$ cat src/rtl/vga_pkg.sv
// vga_pkg: 640x480@60 timing constants shared by the scan driver and its axis counters.
package vga_pkg;
    localparam int H_VISIBLE    = 640;
    localparam int H_FRONT      = 16;
    localparam int H_SYNC       = 96;
    localparam int H_BACK       = 48;
    localparam int H_TOTAL      = H_VISIBLE + H_FRONT + H_SYNC + H_BACK;
    localparam int H_SYNC_START = H_VISIBLE + H_FRONT;
    localparam int H_SYNC_END   = H_SYNC_START + H_SYNC - 1;
    localparam int V_VISIBLE    = 480;
    localparam int V_FRONT      = 10;
    localparam int V_SYNC       = 2;
    localparam int V_BACK       = 33;
    localparam int V_TOTAL      = V_VISIBLE + V_FRONT + V_SYNC + V_BACK;
    localparam int V_SYNC_START = V_VISIBLE + V_FRONT;
    localparam int V_SYNC_END   = V_SYNC_START + V_SYNC - 1;
    localparam int COORD_W      = 11;
endpackage

$ cat src/rtl/vga_axis_counter.sv
// vga_axis_counter: enabled 0..TOTAL-1 wrap counter with an active-low sync-window decode.
module vga_axis_counter
    import vga_pkg::*;
#(
    parameter int TOTAL      = H_TOTAL,
    parameter int SYNC_START = H_SYNC_START,
    parameter int SYNC_END   = H_SYNC_END,
    parameter int W          = $clog2(TOTAL)
) (
    input  logic         clk,
    input  logic         rst_n,
    input  logic         en,
    output logic [W-1:0] cnt,
    output logic         wrap,
    output logic         sync_n
);
    logic [W-1:0] cnt_q, cnt_d;

    always_comb begin
        wrap   = en && (cnt_q == W'(TOTAL - 1));
        cnt_d  = wrap ? '0 : (en ? cnt_q + W'(1) : cnt_q);
        sync_n = !((cnt_q >= W'(SYNC_START)) && (cnt_q <= W'(SYNC_END)));
    end

    always_ff @(posedge clk or negedge rst_n) begin
        if (!rst_n) cnt_q <= '0;
        else        cnt_q <= cnt_d;
    end

    assign cnt = cnt_q;
endmodule

$ cat src/rtl/vga_scan_driver.sv
// vga_scan_driver: pixel-clock divider, H/V scan counters and a one-pixel registered,
// blanked output stage to the DAC; geometry defaults to vga_pkg timing.
module vga_scan_driver
    import vga_pkg::*;
#(
    parameter int H_VIS = H_VISIBLE,
    parameter int H_FP  = H_FRONT,
    parameter int H_SW  = H_SYNC,
    parameter int H_BP  = H_BACK,
    parameter int V_VIS = V_VISIBLE,
    parameter int V_FP  = V_FRONT,
    parameter int V_SW  = V_SYNC,
    parameter int V_BP  = V_BACK
) (
    input  logic               Clk,
    input  logic               Reset_n,
    input  logic [7:0]         Red_in,
    input  logic [7:0]         Green_in,
    input  logic [7:0]         Blue_in,
    output logic [COORD_W-1:0] DrawX,
    output logic [COORD_W-1:0] DrawY,
    output logic [7:0]         VGA_R,
    output logic [7:0]         VGA_G,
    output logic [7:0]         VGA_B,
    output logic               VGA_CLK,
    output logic               VGA_HS,
    output logic               VGA_VS,
    output logic               VGA_BLANK_N,
    output logic               Frame_Tick
);
    localparam int H_TOT = H_VIS + H_FP + H_SW + H_BP;
    localparam int V_TOT = V_VIS + V_FP + V_SW + V_BP;
    localparam int HW    = $clog2(H_TOT);
    localparam int VW    = $clog2(V_TOT);

    logic [HW-1:0] h_cnt;
    logic [VW-1:0] v_cnt;
    logic          h_wrap, v_wrap, h_sync_n, v_sync_n, vis_raw;
    logic          phase_q, phase_d, vga_clk_q, vga_clk_d;
    logic          hs_q, hs_d, vs_q, vs_d, vis_q, vis_d, tick_q, tick_d;
    logic [23:0]   rgb_q, rgb_d;

    vga_axis_counter #(
        .TOTAL(H_TOT), .SYNC_START(H_VIS + H_FP), .SYNC_END(H_VIS + H_FP + H_SW - 1), .W(HW)
    ) u_h (
        .clk(Clk), .rst_n(Reset_n), .en(phase_q), .cnt(h_cnt), .wrap(h_wrap), .sync_n(h_sync_n)
    );

    vga_axis_counter #(
        .TOTAL(V_TOT), .SYNC_START(V_VIS + V_FP), .SYNC_END(V_VIS + V_FP + V_SW - 1), .W(VW)
    ) u_v (
        .clk(Clk), .rst_n(Reset_n), .en(h_wrap), .cnt(v_cnt), .wrap(v_wrap), .sync_n(v_sync_n)
    );

    // phase_q high marks the pix_ce cycle; VGA_CLK lags it so it is low during pix_ce
    always_comb begin
        vis_raw   = (h_cnt < HW'(H_VIS)) && (v_cnt < VW'(V_VIS));
        phase_d   = !phase_q;
        vga_clk_d = phase_q;
        hs_d      = phase_q ? h_sync_n : hs_q;
        vs_d      = phase_q ? v_sync_n : vs_q;
        vis_d     = phase_q ? vis_raw : vis_q;
        rgb_d     = phase_q ? (vis_raw ? {Red_in, Green_in, Blue_in} : 24'd0) : rgb_q;
        tick_d    = v_wrap;
    end

    always_ff @(posedge Clk or negedge Reset_n) begin
        if (!Reset_n) begin
            phase_q   <= 1'b0;
            vga_clk_q <= 1'b0;
            hs_q      <= 1'b1;
            vs_q      <= 1'b1;
            vis_q     <= 1'b0;
            rgb_q     <= '0;
            tick_q    <= 1'b0;
        end else begin
            phase_q   <= phase_d;
            vga_clk_q <= vga_clk_d;
            hs_q      <= hs_d;
            vs_q      <= vs_d;
            vis_q     <= vis_d;
            rgb_q     <= rgb_d;
            tick_q    <= tick_d;
        end
    end

    assign DrawX       = COORD_W'(h_cnt);
    assign DrawY       = COORD_W'(v_cnt);
    assign {VGA_R, VGA_G, VGA_B} = rgb_q;
    assign VGA_CLK     = vga_clk_q;
    assign VGA_HS      = hs_q;
    assign VGA_VS      = vs_q;
    assign VGA_BLANK_N = vis_q;
    assign Frame_Tick  = tick_q;
endmodule

$ cat config.mk
export PLATFORM = sky130hd
export DESIGN_NAME = vga_scan_driver
export DESIGN_NICKNAME = d
export VERILOG_FILES = /design/src/rtl/vga_pkg.sv /design/src/rtl/vga_axis_counter.sv /design/src/rtl/vga_scan_driver.sv
export SDC_FILE = /design/constraint.sdc
export NUM_CORES = 1
export LEC_CHECK = 0
export CAP_MARGIN = 20
export CELL_PAD_IN_SITES_DETAIL_PLACEMENT = 0
export CELL_PAD_IN_SITES_GLOBAL_PLACEMENT = 1
export CORE_ASPECT_RATIO = 1.4
export CORE_MARGIN = 8
export CORE_UTILIZATION = 30
export CTS_CLUSTER_DIAMETER = 80
export DETAILED_ROUTE_END_ITERATION = 10
export GPL_TIMING_DRIVEN = 0
export PLACE_DENSITY_LB_ADDON = 0.1
export SYNTH_ARGS = -nofsm -noshare
export SYNTH_HDL_FRONTEND = slang
export SYNTH_SLANG_ARGS = --single-unit
$ cat constraint.sdc
create_clock -name Clk -period 3.2 [get_ports Clk]
set_clock_uncertainty 0.05 [all_clocks]
set_input_delay 0.48 -clock Clk [delete_from_list [all_inputs] [get_ports Clk]]
set_output_delay 0.48 -clock Clk [all_outputs]
set_load 0.02 [all_outputs]
* Word level (Yosys, flattened, before mapping)
Cells that the tools add are included.
W data, S select, Z words.
** Storage, ports and cells
- ROM bits :: 0
- Input bits :: 26
- Output and inout bits :: 51
- Register bits after elaboration :: 50
- Word-level logic and storage cells :: 34
- Bits in latches :: 0
- RAM bits :: 0
- Memories :: 0
** Cells by class
- Shifts and indexed selects :: 0
- Reductions and logical operators :: 10
- Multiply operators :: 0
- Equality and inequality tests :: 2
- Mux-type cells :: 5
- Divide/modulo/power cells :: 0
- Magnitude comparators :: 6
- $add $sub $neg :: 2
- Bitwise gates (word level) :: 0
** Operators by type and width (count)
- $mux W10 :: 4
- $mux W24 :: 1
- $add A10 B1 Y10 const B :: 2
- $eq A10 B10 Y1 const B :: 2
- $ge A10 B10 Y1 const B :: 1
- $ge A10 B9 Y1 const B :: 1
- $le A10 B10 Y1 const B :: 1
- $le A10 B9 Y1 const B :: 1
- $lt A10 B10 Y1 const B :: 1
- $lt A10 B9 Y1 const B :: 1
- $logic_and A1 B1 Y1 :: 5
- $reduce_bool A2 Y1 :: 2
- $logic_not A1 Y1 :: 3

* Depth between registers and ports, before layout
- Depth in word-level cells :: 4
- Gate-level depth with buffers :: 6
- Depth with buffers taken out :: 6

* Cells and area by module
From an unflattened synthesis, not the netlist that was laid out.
** Second synthesis, totals
- Cells, all modules :: 208
- Area, all modules :: 2398.6 µm²
** By module, submodules not included
- vga_scan_driver :: cells each 96, times used 1, seq. area each 753.2 µm², area an instance 1256.2 µm²
- vga_axis_counter at u_v :: cells each 54, times used 1, seq. area each 250.2 µm², area an instance 573.0 µm²
- vga_axis_counter at u_h :: cells each 58, times used 1, seq. area each 250.2 µm², area an instance 569.3 µm²

* Worst setup path after synthesis
No wires, ideal clock.
- Kind :: flip-flop to flip-flop
- From :: register u_h.cnt_q[5] (netlist: u_h.cnt[5])
- To :: register u_v.cnt_q[9] (netlist: u_v.cnt[9])
- Arrival :: 2259 ps
- Period minus slack after synthesis :: 2387 ps
- Cell stages (with the launch flop) :: 7
- Path slack :: 813 ps
- Buffers on the path :: 2
- Cell sequence :: dfrtp_1 > or4b_1 > buf_2 > or3_1 > clkbuf_2 > or4_1 > a21oi_1
** On the way
- Word-level cells in the longest chain between the ends :: 4
** Ends and longest elaborated chain
- from (decl) :: RTL line vga_axis_counter.sv:17 : logic [W-1:0] cnt_q, cnt_d;
- from (signal assigned) :: RTL line vga_axis_counter.sv:27 : else cnt_q <= cnt_d;
- $eq A10 B10 Y1 (*) :: RTL line vga_axis_counter.sv:20 : wrap = en && (cnt_q == W'(TOTAL - 1));
- $logic_and A1 B1 Y1 (*) :: RTL line vga_axis_counter.sv:20
- $logic_and A1 B1 Y1 :: RTL line vga_axis_counter.sv:20
- $mux W10 or $reduce_bool A2 Y1 (tied branches)
- to (signal assigned) :: RTL line vga_axis_counter.sv:27
- to (decl) :: RTL line vga_axis_counter.sv:17
Mark *: on every way between the ends. The rest lies on a longest branch, timed or not.
A chain may end at the register's enable or synchronous reset.

* Worst setup path in the final report
Same ends and word-level chain as after synthesis.

==> metrics.yaml <==
syn_area_sq_um: 2090
p_switching_uw: 266
rows: 36
syn_inst: 173
max_stage_delay_ns: 0.54
antenna_found_initial: 0
yosys_warnings: 0
clkSlewWorstSetupHoldPaths_ns: 0.09
rsz0062_at_grt: "false"
dieArea_sq_um: 9910
cts_buffer_depth: 2
cap_violations: 0
setup_viol_count_final: 0
fmax_ghz: 0.406
coreArea_sq_um: 6850
drive_above_1_share: 0.0739
cts_tree: "built"
power_leakage_uw: 0.00134
gp_congestion: 0.678
intPower_uw: 888
postCtsSetupRepairBufs: 0
grtUsageTotal: 0.115
fin_nets: 286
synth_top_area_share: 0.576
first_global_vias: 1737
avgSynthCellArea_sq_um: 12.1
tightest_slew_ns: 0.777
synth_enable_flop_cells: 0
worst-path-max-fanout: 7
slew_viol_final: 0
layout_min_cycle_time_ns: 2.47
crit_chain: "or4b_1, buf_2, or3_1, clkbuf_2, or4_1, a21oi_1"
power_frac_seq: 0.568
cp_num_buf_inv: 2
first_pass_iters: 4
ys_top_cells_by_count: "dfrtp_1 (48), a22o_1 (24), nor2_1 (11), nand3_1 (10), xnor2_1 (8)"
netlist_top_cells_area: "dfrtp_1 (58%), a22o_1 (10%), xnor2_1 (3.4%)"
numCtsBuffers: 5
relSlewSlack: 0.478
num_io_pins: 77
initial_core_util: 0.305
die_y_microns: 115
cp.required_ns: 3.38
synth_top_cell_by_area: "dfrtp_1"
crit_type: "reg2reg"
drcViolationCount: 0
crit_slowest_cell: "or4b_1"
drt_iter0_drc: 42
synth_most_common_cell: "dfrtp_1"
synth_seq_area_share: 0.601
period_share: 0.771
wl_mm: 5.41
port_buffers: 74
htreeDepth: 2
synth.ff_latch_count: 50
clkPwrFrac: 0.332
cp_top_family: "simple AND/OR/NAND/NOR gates"
ir_drop_v: 0.000254
holdBufCountCts: 0
dpl.hpwl_mm: 4.00
clockRootBuffer: "clkbuf_8"
cts_num_sinks: 50
status: "complete, no violations"
post_cts_resize_count: 0
yosysUniqueCellTypes: 39
netSwitchingFraction: 0.231
cp-end-kind: "flop"
pwr-share-comb: 0.100
wl_per_cell_microns: 15.4
fin_setup_tns_ns: 0
dominantRegCellSynth: "dfrtp_1"
area.growth.synth_to_final_pct: 46.5
synthArstFlopShare: 1.00
worstPathArrival_ns: 2.64
total_power_uw: 1150
start_kind: "flop"
min_path_type: "in2async"
hold_viol: 0
grt-ovfl-total: 0
grt_max_degree: 29
n_antenna_cell: 0
powerDensity_nw_per_um2: 378
ant_nets: 0
fin_util: 0.446
die_w_microns: 86.5
grt_pass1_wl_mm: 8.94
route.vias.total: 1626
clk-insertion-delay-late_ns: 0.30
viasPerCell: 4.62
## power by group through the flow
stage / Clock, uW / Combinational (uW) / Sequential [uW]
2_1_floorplan: 0 / 17.0 / 687
3_3_place_gp: 0 / 116 / 668
3_5_place_dp: 0 / 119 / 667
4_1_cts: 399 / 118 / 656
5_1_grt: 423 / 125 / 658
6_report: 383 / 116 / 656
## per-layer routing
| metal | track usage | up-vias | part of all wire |
|---|---|---|---|
| met2 | 0.172 | 52 | 0.48 |
| li1 | - | 786 | - |
| met1 | 0.145 | 782 | 0.45 |
| met3 | 0.0366 | 6 | 0.067 |
| met4 | 0.0519 | 0 | 0.013 |
| met5 | 0 | - | 0 |
## sequential cells by signal, summed over array words and instances, names as in the netlist
register     cells
rgb_q           24
u_h.cnt         10
VGA_VS           1
Frame_Tick       1
VGA_HS           1
phase_q          1
VGA_CLK          1
u_v.cnt         10
VGA_BLANK_N      1
## final cells by class
| class | count | area [sq um] |
|---|---|---|
| clock inverters | 1 | 5.00 |
| flip-flops and latches | 50 | 1250 |
| fillers | 692 | 3790 |
| well taps | 95 | 119 |
| clock buffers | 7 | 86.3 |
| multi-input cells | 108 | 766 |
| inverters | 6 | 22.5 |
| plain buffers | 10 | 47.5 |
| repair buffers | 75 | 756 |
## metrics by stage
step	worst slack (ns)	std cells	area [sq um]	hold slack, ns
2_1_floorplan	0.813	174	2090	0.134
3_3_place_gp	-0.0464	343	2950	0.378
3_5_place_dp	0.745	344	2960	0.374
4_1_cts	0.714	352	3060	0.177
5_1_grt	0.629	352	3060	0.191
6_report	0.734	352	3060	0.158
## layout by cell type, fill, tap and decap left out, drive strengths merged, types with 3 or more instances in the layout
cell type      netlist  layout
o21ai                5       5
or3                  3       3
dfrtp               48      48
xor2                 5       5
nor3                 4       4
nand3               10      10
nand4                4       4
ha                   4       4
clkdlybuf4s50        0      73
inv                  5       5
a22o                24      24
buf                  3       5
xnor2                8       8
nor4                 3       3
clkbuf               7      14
nand2                6       6
nor2                11      11
## worst paths after layout
path | start | end | slack (ns) | cells after the start
worst max-delay path | u_h.cnt[5] | u_v.cnt[9] | 0.73 | 6
max in group asynchronous | Reset_n | VGA_VS | 2.31 | 2
worst min register to register | phase_q | VGA_CLK | 0.40 | 0
worst max register to register | u_h.cnt[5] | u_v.cnt[9] | 0.73 | 6
worst min-delay path | Reset_n | u_h.cnt[1] | 0.16 | 1
min in group Clk | phase_q | VGA_CLK | 0.40 | 0
## cells by family (layout without fill, tap and decap cells)
family                   after synthesis  in the layout  synth area share
multiplexers                           2              2            0.0102
AND/OR/NAND/NOR                       51             51             0.138
buffers and inverters                 16             99            0.0336
other                                  1              2           0.00180
AO/OA/AOI/OAI                         36             36             0.137
XOR/XNOR                              13             13            0.0546
flip-flops                            50             50             0.601
adder cells (fa/ha/maj)                4              4            0.0240
Power figures use the tool's default switching activity.
